`src/rtl/dmem_router_pkg.sv`:
```
// Shared constants and types for the data-side router: request encodings,
// bus widths, router state encoding, response codes and the default CLINT
// window. Every router file imports this package.
package dmem_router_pkg;

    localparam int DATA_W      = 64;
    localparam int DATA_ADDR_W = 64;

    localparam logic REQ_READ  = 1'b0;
    localparam logic REQ_WRITE = 1'b1;

    localparam logic [1:0] ROUTER_IDLE = 2'd0;
    localparam logic [1:0] ROUTER_REQ  = 2'd1;
    localparam logic [1:0] ROUTER_RESP = 2'd2;

    localparam logic [1:0] RESP_OKAY   = 2'b00;
    localparam logic [1:0] RESP_SLVERR = 2'b10;

    localparam logic [DATA_ADDR_W-1:0] CLINT_BASE = 64'h0000_0000_0200_0000;
    localparam logic [DATA_ADDR_W-1:0] CLINT_MASK = 64'h0000_0000_FFFF_0000;

    // One captured LSU access, held stable for the whole REQ state.
    typedef struct packed {
        logic                   req;
        logic [DATA_ADDR_W-1:0] addr;
        logic [1:0]             size;
        logic [DATA_W-1:0]      wdata;
    } dmem_req_t;

    // True when the masked address bits match the window base.
    function automatic logic addr_in_window(
        input logic [DATA_ADDR_W-1:0] addr,
        input logic [DATA_ADDR_W-1:0] base,
        input logic [DATA_ADDR_W-1:0] mask
    );
        return (addr & mask) == base;
    endfunction

endpackage

```
`src/rtl/dmem_router_decode.sv`:
```
// Combinational address-region decoder for the data router.
// Latency: none (pure combinational). Backpressure: not applicable.
// Ports: addr in; sel_clint out (1 = address falls in the CLINT window,
// 0 = everything else goes to the AXI bridge). New targets are added here.
module dmem_router_decode
    import dmem_router_pkg::*;
#(
    parameter logic [DATA_ADDR_W-1:0] WIN_BASE = CLINT_BASE,
    parameter logic [DATA_ADDR_W-1:0] WIN_MASK = CLINT_MASK
) (
    input  logic [DATA_ADDR_W-1:0] addr,
    output logic                   sel_clint
);

    assign sel_clint = addr_in_window(addr, WIN_BASE, WIN_MASK);

endmodule

```
`src/rtl/dmem_router.sv`:
```
// Data-side router: LSU access -> exactly one of CLINT / AXI bridge, one access in flight.
// Latency: accept in cycle 0, target valid from cycle 1, lsu_ready one cycle after target ready (min 3 cycles).
// Backpressure: target valid held with stable fields until ready or TIMEOUT; lsu_valid ignored outside IDLE.
// Ports: clk/rst (async active-high); lsu_* request in / completion out
// (lsu_ready is a one-cycle pulse carrying data_read, resp and skip);
// clint_* and axi_* carry the forwarded request out and the response back.
module dmem_router
    import dmem_router_pkg::*;
#(
    parameter logic [DATA_ADDR_W-1:0] CLINT_BASE_P = CLINT_BASE,
    parameter logic [DATA_ADDR_W-1:0] CLINT_MASK_P = CLINT_MASK,
    parameter logic [15:0]            TIMEOUT      = 16'd1023
) (
    input  logic                   clk,
    input  logic                   rst,

    input  logic                   lsu_valid,
    input  logic                   lsu_req,
    input  logic [DATA_ADDR_W-1:0] lsu_addr,
    input  logic [1:0]             lsu_size,
    input  logic [DATA_W-1:0]      lsu_data_write,
    output logic                   lsu_ready,
    output logic [DATA_W-1:0]      lsu_data_read,
    output logic [1:0]             lsu_resp,
    output logic                   lsu_skip,

    output logic                   clint_valid,
    output logic                   clint_req,
    output logic [DATA_ADDR_W-1:0] clint_addr,
    output logic [1:0]             clint_size,
    output logic [DATA_W-1:0]      clint_data_write,
    input  logic                   clint_ready,
    input  logic [DATA_W-1:0]      clint_data_read,
    input  logic [1:0]             clint_resp,

    output logic                   axi_valid,
    output logic                   axi_req,
    output logic [DATA_ADDR_W-1:0] axi_addr,
    output logic [1:0]             axi_size,
    output logic [DATA_W-1:0]      axi_data_write,
    input  logic                   axi_ready,
    input  logic [DATA_W-1:0]      axi_data_read,
    input  logic [1:0]             axi_resp
);

    logic [1:0]        state_q,     state_d;
    dmem_req_t         cap_q,       cap_d;
    logic              sel_clint_q, sel_clint_d;
    logic [15:0]       cnt_q,       cnt_d;
    logic [DATA_W-1:0] rdata_q,     rdata_d;
    logic [1:0]        resp_q,      resp_d;

    logic              dec_sel_clint;
    logic              tgt_ready;
    logic [DATA_W-1:0] tgt_rdata;
    logic [1:0]        tgt_resp;
    logic              in_req;
    logic              in_resp;

    dmem_router_decode #(
        .WIN_BASE (CLINT_BASE_P),
        .WIN_MASK (CLINT_MASK_P)
    ) u_decode (
        .addr      (lsu_addr),
        .sel_clint (dec_sel_clint)
    );

    assign in_req  = (state_q == ROUTER_REQ);
    assign in_resp = (state_q == ROUTER_RESP);

    // Response mux follows the target latched at accept time, not the live address.
    assign tgt_ready = sel_clint_q ? clint_ready     : axi_ready;
    assign tgt_rdata = sel_clint_q ? clint_data_read : axi_data_read;
    assign tgt_resp  = sel_clint_q ? clint_resp      : axi_resp;

    always_comb begin
        state_d     = state_q;
        cap_d       = cap_q;
        sel_clint_d = sel_clint_q;
        cnt_d       = cnt_q;
        rdata_d     = rdata_q;
        resp_d      = resp_q;
        case (state_q)
            ROUTER_IDLE: begin
                if (lsu_valid) begin
                    state_d     = ROUTER_REQ;
                    cap_d.req   = lsu_req;
                    cap_d.addr  = lsu_addr;
                    cap_d.size  = lsu_size;
                    cap_d.wdata = lsu_data_write;
                    sel_clint_d = dec_sel_clint;
                    cnt_d       = 16'd0;
                end
            end
            ROUTER_REQ: begin
                // Ready wins over timeout when both land in the same cycle.
                if (tgt_ready) begin
                    state_d = ROUTER_RESP;
                    rdata_d = (cap_q.req == REQ_WRITE) ? '0 : tgt_rdata;
                    resp_d  = tgt_resp;
                end else if (cnt_q >= TIMEOUT) begin
                    // TIMEOUT=0 errors out in the very first REQ cycle.
                    state_d = ROUTER_RESP;
                    rdata_d = '0;
                    resp_d  = RESP_SLVERR;
                end else if (cnt_q != 16'hFFFF) begin
                    cnt_d = cnt_q + 16'd1;
                end
            end
            ROUTER_RESP: begin
                // Always return to IDLE; a still-high lsu_valid is taken next cycle.
                state_d = ROUTER_IDLE;
            end
            default: begin
                state_d = ROUTER_IDLE;
            end
        endcase
    end

    always_ff @(posedge clk or posedge rst) begin
        if (rst) begin
            state_q     <= ROUTER_IDLE;
            cap_q       <= '0;
            sel_clint_q <= 1'b0;
            cnt_q       <= 16'd0;
            rdata_q     <= '0;
            resp_q      <= RESP_OKAY;
        end else begin
            state_q     <= state_d;
            cap_q       <= cap_d;
            sel_clint_q <= sel_clint_d;
            cnt_q       <= cnt_d;
            rdata_q     <= rdata_d;
            resp_q      <= resp_d;
        end
    end

    // All outputs decode from the async-reset state register, so they drop
    // as soon as rst rises. The unselected target sees all-zero fields.
    assign clint_valid      = in_req & sel_clint_q;
    assign clint_req        = sel_clint_q ? cap_q.req   : 1'b0;
    assign clint_addr       = sel_clint_q ? cap_q.addr  : '0;
    assign clint_size       = sel_clint_q ? cap_q.size  : 2'd0;
    assign clint_data_write = sel_clint_q ? cap_q.wdata : '0;

    assign axi_valid        = in_req & ~sel_clint_q;
    assign axi_req          = sel_clint_q ? 1'b0 : cap_q.req;
    assign axi_addr         = sel_clint_q ? '0   : cap_q.addr;
    assign axi_size         = sel_clint_q ? 2'd0 : cap_q.size;
    assign axi_data_write   = sel_clint_q ? '0   : cap_q.wdata;

    assign lsu_ready        = in_resp;
    assign lsu_data_read    = in_resp ? rdata_q : '0;
    assign lsu_resp         = in_resp ? resp_q  : RESP_OKAY;
    assign lsu_skip         = in_resp & sel_clint_q;

endmodule

```
`config.mk`:
```
export PLATFORM = sky130hd
export DESIGN_NAME = dmem_router
export DESIGN_NICKNAME = d
export VERILOG_FILES = /design/src/rtl/dmem_router_pkg.sv /design/src/rtl/dmem_router_decode.sv /design/src/rtl/dmem_router.sv
export SDC_FILE = /design/constraint.sdc
export NUM_CORES = 1
export LEC_CHECK = 0
export ABC_AREA = 1
export CAP_MARGIN = 25
export CORE_AREA = 2 2 231 233
export DETAILED_ROUTE_END_ITERATION = 6
export DIE_AREA = 0 0 233 235
export PLACE_DENSITY = 0.56
export RECOVER_POWER = 25
export SLEW_MARGIN = 20
export SYNTH_ARGS = -nofsm -noshare
export SYNTH_HDL_FRONTEND = slang
export SYNTH_SLANG_ARGS = --single-unit
export TNS_END_PERCENT = 100
```
`constraint.sdc`:
```
create_clock -name clk -period 9.1 [get_ports clk]
set_clock_uncertainty 0.15 [all_clocks]
set_input_delay 0.91 -clock clk [delete_from_list [all_inputs] [get_ports clk]]
set_output_delay 0.91 -clock clk [all_outputs]
set_load 0.02 [all_outputs]
```
# --- After elaboration in Yosys (flattened, before gate mapping) ---
# Index checks and enable logic that the tools add are counted.
totals:
  inputBits: 268
  register_bits: 216
  out_inout_bits: 332
  wordCells: 57
classes:
  n_bitwise: 4
  addsub: 1
  n_eq_ne: 9
  n_reduce_logical: 7
  order_cmp: 1
  muxes: 26
op_table:
  columns: ["op", "n"]
  rows:
  - ["64-bit 2-to-1 mux", 9]
  - ["16-bit 2-to-1 mux", 4]
  - ["16-bit case mux with 2 select lines", 1]
  - ["16-bit by 1-bit adder with 16-bit output, second input constant", 1]
  - ["16-bit by 10-bit == test with 1-bit output, second input constant", 1]
  - ["16-bit by 10-bit greater-or-equal comparator with 1-bit output, second input constant", 1]
  - ["2-bit 2-to-1 mux", 8]
  - ["16-bit != test, second input constant", 1]
  - ["2-bit != test, second input constant", 3]
  - ["2-bit AND reduction", 3]
  - ["5-bit AND reduction", 1]
  - ["2-bit case mux with 2 select lines", 1]
  - ["2-bit nonzero test", 2]
  - ["1-bit AND", 3]
  - ["1-bit 2-to-1 mux", 3]
  - ["3-bit by 2-bit != test with 1-bit output, second input constant", 1]
  - ["2-bit by 1-bit == test with 1-bit output, second input constant", 1]
  - ["2-bit == test, second input constant", 1]
  - ["2-bit logical NOT", 1]
  - ["2-bit by 1-bit != test with 1-bit output, second input constant", 1]
  - ["1-bit inverter", 1]

# --- Logic depth before layout (Yosys ltp) ---
logic_depth:
  word_depth: 5
  mapped_depth: 11
  mapped_depth_nobuf: 8

# --- By module ---
# A second synthesis with hierarchy kept.
hier_totals:
  cells_unflattened: 1748
  hier_area_um2: 11767.5
modules_own_cells:
  columns: ["module", "seq_area_each_um2", "area_per_inst_um2", "cells_per_inst", "instances"]
  rows:
  - ["dmem_router", 5405.2, 11654.9, 1718, 1]
  - ["dmem_router_decode", 0.0, 112.6, 30, 1]

# --- Least setup slack after synthesis ---
# OpenSTA, ideal clock, no wires.
synth_path:
  path_kind: "register -> output"
  start: "register state_q[0]"
  end: "output lsu_data_read[54]"
  path_slack_ns: 6.481
  required_time_ns: 8.040
  path_buffers: 2
  arrival_time_ns: 1.559
  stages_incl_launch_ff: 6
  path_cell_list: "dfrtp_1 > nor2_1 > inv_1 > clkbuf_1 > buf_1 > nor2_1"
synth_via:
  elab_chain_len: 2
synth_lines:
  columns: ["item", "line", "source"]
  rows:
  - ["start: declaration", "dmem_router.sv:46", "logic [1:0] state_q, state_d;"]
  - ["start signal: assignment", "dmem_router.sv:129", "state_q <= state_d;"]
  - ["2-bit == test", "dmem_router.sv:69", "assign in_resp = (state_q == ROUTER_RESP);"]
  - ["net lsu_ready", "dmem_router.sv:22", "output logic lsu_ready,"]
  - ["64-bit 2-to-1 mux", "dmem_router.sv:153", "assign lsu_data_read = in_resp ? rdata_q : '0;"]
  - ["end: declaration", "dmem_router.sv:23", "output logic [DATA_W-1:0] lsu_data_read,"]
# The timed path passes the listed nets, and every way through them passes these cells.

==> implementation parameters <==
Parameter                              Value

Run status
  Run status ... finished with violations
  Violations in the final reports ... max-capacitance violations, max-slew violations

Power and ir drop
  Worst-case vdd ir drop ... 0.000131 V
  Total power divided by cell area ... 263 nW/um2
  Leakage component of the power ... 9.60 nW
  Total power ... 5.05 mW

Yosys
  Leading cell types by total area after synthesis ... sky130_fd_sc_hd__dfrtp_1 (46%), sky130_fd_sc_hd__nand2_1 (17%), sky130_fd_sc_hd__inv_1 (11%), sky130_fd_sc_hd__nor2_1 (7.3%), sky130_fd_sc_hd__o21ai_0 (5.3%)
  EDFF count, synth ... 0
  Synthesis-stage register bit count ... 216
  Cell with the most instances after synthesis ... sky130_fd_sc_hd__nand2_1
  Syn Inst Count ... 1733
  Top flip-flop cell by instance count after synthesis ... sky130_fd_sc_hd__dfrtp_1
  Yosys cell types ... 27
  Syn_nets ... 2002
  Warnings, synthesis ... 0
  Synthesized-area fraction occupied by ao, oa, aoi and oai cells ... 9.42%
  Cell Area, Synth ... 11700 um2
  Async set-reset flop share out of synthesis ... 100%
  Most frequent cells after synthesis ... sky130_fd_sc_hd__nand2_1 (521), sky130_fd_sc_hd__inv_1 (353), sky130_fd_sc_hd__nor2_1 (227)
  Simple-gate share of the synthesized area ... 28.7%
  Adder-cell area share of the yosys netlist ... 0.107%
  Syn Area/Cell ... 6.77 um2
  Xor and xnor fraction of the mapped netlist area ... 0%
  Post-synthesis mux area share ... 0%
  Combinational family with the most area after synthesis ... simple AND/OR/NAND/NOR gates
  Share of synthesized area occupied by flip-flops and latches ... 46.1%
  Area fraction of the dominant cell type after synthesis ... 46.1%
  Dominant cell type by area after synthesis ... sky130_fd_sc_hd__dfrtp_1

Finish
  Filler Cells Inserted ... 5514
  Count of nets after finishing ... 2536
  Final cell utilization of the core ... 36.8%
  Layout cell share with drive strength beyond 1 ... 4.28%
  Layout-stage area growth over the synthesis result ... 63.8%
  Post-Layout Cell Count ... 2978

Worst setup path
  Crit Path Class ... in -> async
  Worst Setup End Kind ... async pin
  Largest fanout on the critical path ... 109
  Data arrival time at the worst-slack endpoint ... 5490 ps
  Endpoint required time on the critical path ... 9530 ps
  Worst path cell trace ... dlygate4sd3_1 -> clkinvlp_2 -> buf_4
  Stages on the worst setup path ... 3
  Slowest CP cell ... sky130_fd_sc_hd__clkinvlp_2
  Critical path's largest stage delay ... 2930 ps
  Cell type group with the largest total delay on the critical path ... buffers and inverters
  Worst R2R Path Depth ... 9
  Sum of buffers and inverters on the critical path ... 3
  Kind of launch point of the worst setup path ... input port

Floorplanning
  Area of the core region ... 52200 um2
  X dimension of the die ... 233 um
  Vert. Die Dim ... 235 um
  Die area ... 54800 um2
  Total I/O pin count ... 600
  Effective utilization at floorplan ... 22.5%
  Row Count ... 84

Global route
  Met1 usage in global routing ... 18.3%
  Antenna violations before repair ... 0
  Via count of the first global-routing pass ... 12200
  Most Used Layer, Global Route ... met2
  Remaining global-route overflow ... 0
  Met2 track utilization from global routing ... 27.6%
  Total global-route track usage ... 15.7%
  First-pass GRT wire length ... 69000 um
  Routing usage on met3 ... 5.79%
  Pin count of the biggest net entering global routing ... 184

STA
  Crit share post-route ... 55.5%
  RSZ-0062 raised after global routing ... no
  Smallest hold slack ... 320 ps
  Sum of negative setup slack ... 0 ps
  Hold Vio Cnt, Final ... 0
  Worst Tran Pin Value ... 5300 ps
  Time the final worst path needs with I/O delays and setup ... 5050 ps
  Final number of max-transition violations ... 110
  Final number of setup-violating endpoints ... 0
  Achievable frequency ... 198 MHz
  Max-Slew Margin vs Limit ... -256%

Clock network
  Sinks on the clock net ... 216
  Clock Tree Root ... sky130_fd_sc_hd__clkbuf_16
  Clock buffer count from CTS ... 28
  Skew-Pair Late Insertion Delay ... 550 ps
  Register clock-pin slew on the reported worst setup and hold paths ... 60 ps
  CTS tree ... done
  CTS Buffer Depth ... 3
  Quantity of gates resized following cts ... 0
  H-tree levels ... 1
  Number of buffers inserted by hold repair at cts ... 0
  Count of buffers added by post-CTS timing repair for setup ... 0

Route
  DRC Markers ... 0
  Number of detailed-routing iterations run before antenna repair ... 4
  Count of vias placed by the detailed router ... 12300
  Final routed wire length divided by cell count ... 15.2 um
  Count of routing violations after the opening detailed-route iteration ... 569
  Routed vias/inst ... 4.14
  Final antenna-violating net count ... 0
  Total wire length ... 45200 um

Hold path
  Worst hold path depth ... 2
  Hold WC Path Type ... reg -> reg

Place
  Cell total after placement ... 2925
  Quantity of I/O buffers inserted on ports ... 599
  Final GP Congestion ... 0.818
  Hpwl dp ... 32700 um

Run
  Max-capacitance violation count ... 1
[worst min-delay path, cell delays in order (launching register included)]
cell and delay, ps:
sky130_fd_sc_hd__dfrtp_1 340, sky130_fd_sc_hd__nand2_1 50, sky130_fd_sc_hd__nand2_1 50
[per-layer routing]
metal  vias to the layer above  routed length [um]  part of all wire (%)
li1                       6181                   -                     -
met5                         -                   0                     0
met4                         0                 805                   1.8
met3                        40                4500                   9.9
met1                      5687               18100                    40
met2                       428               21800                    48
[layout make-up]
| class | instances | area (um2) | area share, % |
|---|---|---|---|
| repair buffers | 610 | 6090 | 31.7 |
| flip-flops and latches | 216 | 5410 | 28.2 |
| multi-input cells | 1053 | 4490 | 23.4 |
| inverters | 358 | 1350 | 7.04 |
| well taps | 688 | 861 | 4.48 |
| clock buffers | 37 | 815 | 4.24 |
| clock inverters | 14 | 191 | 0.996 |
| diodes | 2 | 5.00 | 0.0260 |
[kinds of logic (layout without fill, tap and decap cells)]
| family | after synthesis | after routing |
|---|---|---|
| other | 0 | 2 |
| buffers and inverters | 464 | 1019 |
| adders and majority gates | 1 | 1 |
| and+or+nand+nor | 848 | 848 |
| AOI/OAI and AO/OA | 204 | 204 |
| DFF | 216 | 216 |
[where the power goes]
group	total (mW)	internal, mW	switching (mW)
Sequential	1.64	1.39	0.255
Combinational	2.22	0.909	1.31
Clock	1.18	0.741	0.442
Total	5.05	3.04	2.01
[flip-flops by register name (all words and copies together) (netlist names)]
register,cells
state_q,2
resp_q,2
cnt_q,16
rdata_q,64
cap_q,131
sel_clint_q,1
[per-stage QoR]
stage	cell area, um2	setup slack, ps
finish	19200	4050
global route	19200	3100
CTS	19200	4800
detailed placement	18200	5230
global placement	18200	5330
floorplan	11700	2130
[worst paths after layout]
kind | to | slack [ps] | startpoint
max | cap_q[124] | 4050 | rst
min | rdata_q[1] | 320 | rdata_q[1]
max reg2reg | rdata_q[8] | 5550 | sel_clint_q
min reg2reg | rdata_q[1] | 320 | rdata_q[1]
max in group clk | clint_data_write[44] | 4870 | sel_clint_q
min in group asynchronous | cap_q[45] | 2300 | rst
[layout by cell type (no fill, tap or decap), types with 2 or more instances in the layout]
| master | netlist | routed |
|---|---|---|
| sky130_fd_sc_hd__or2_2 | 22 | 22 |
| sky130_fd_sc_hd__clkbuf_16 | 0 | 28 |
| sky130_fd_sc_hd__clkbuf_1 | 43 | 2 |
| sky130_fd_sc_hd__buf_4 | 1 | 8 |
| sky130_fd_sc_hd__inv_6 | 0 | 2 |
| sky130_fd_sc_hd__bufinv_16 | 0 | 4 |
| sky130_fd_sc_hd__nand3_1 | 62 | 62 |
| sky130_fd_sc_hd__clkdlybuf4s50_1 | 0 | 597 |
| sky130_fd_sc_hd__clkinv_2 | 0 | 6 |
| sky130_fd_sc_hd__nor2_2 | 3 | 2 |
| sky130_fd_sc_hd__diode_2 | 0 | 2 |
| sky130_fd_sc_hd__inv_1 | 353 | 351 |
| sky130_fd_sc_hd__o21ai_0 | 125 | 125 |
| sky130_fd_sc_hd__nand2_1 | 521 | 521 |
| sky130_fd_sc_hd__nand4_1 | 4 | 4 |
| sky130_fd_sc_hd__dfrtp_1 | 216 | 215 |
| sky130_fd_sc_hd__dlygate4sd3_1 | 0 | 2 |
| sky130_fd_sc_hd__clkbuf_8 | 0 | 8 |
| sky130_fd_sc_hd__o21ai_1 | 8 | 8 |
| sky130_fd_sc_hd__nor2_1 | 227 | 227 |
| sky130_fd_sc_hd__nand2_2 | 4 | 4 |
| sky130_fd_sc_hd__inv_2 | 3 | 3 |
| sky130_fd_sc_hd__nor3_1 | 3 | 3 |
| sky130_fd_sc_hd__a21oi_1 | 48 | 48 |
| sky130_fd_sc_hd__o2111ai_1 | 21 | 21 |
(Power assumes the default switching activity.)
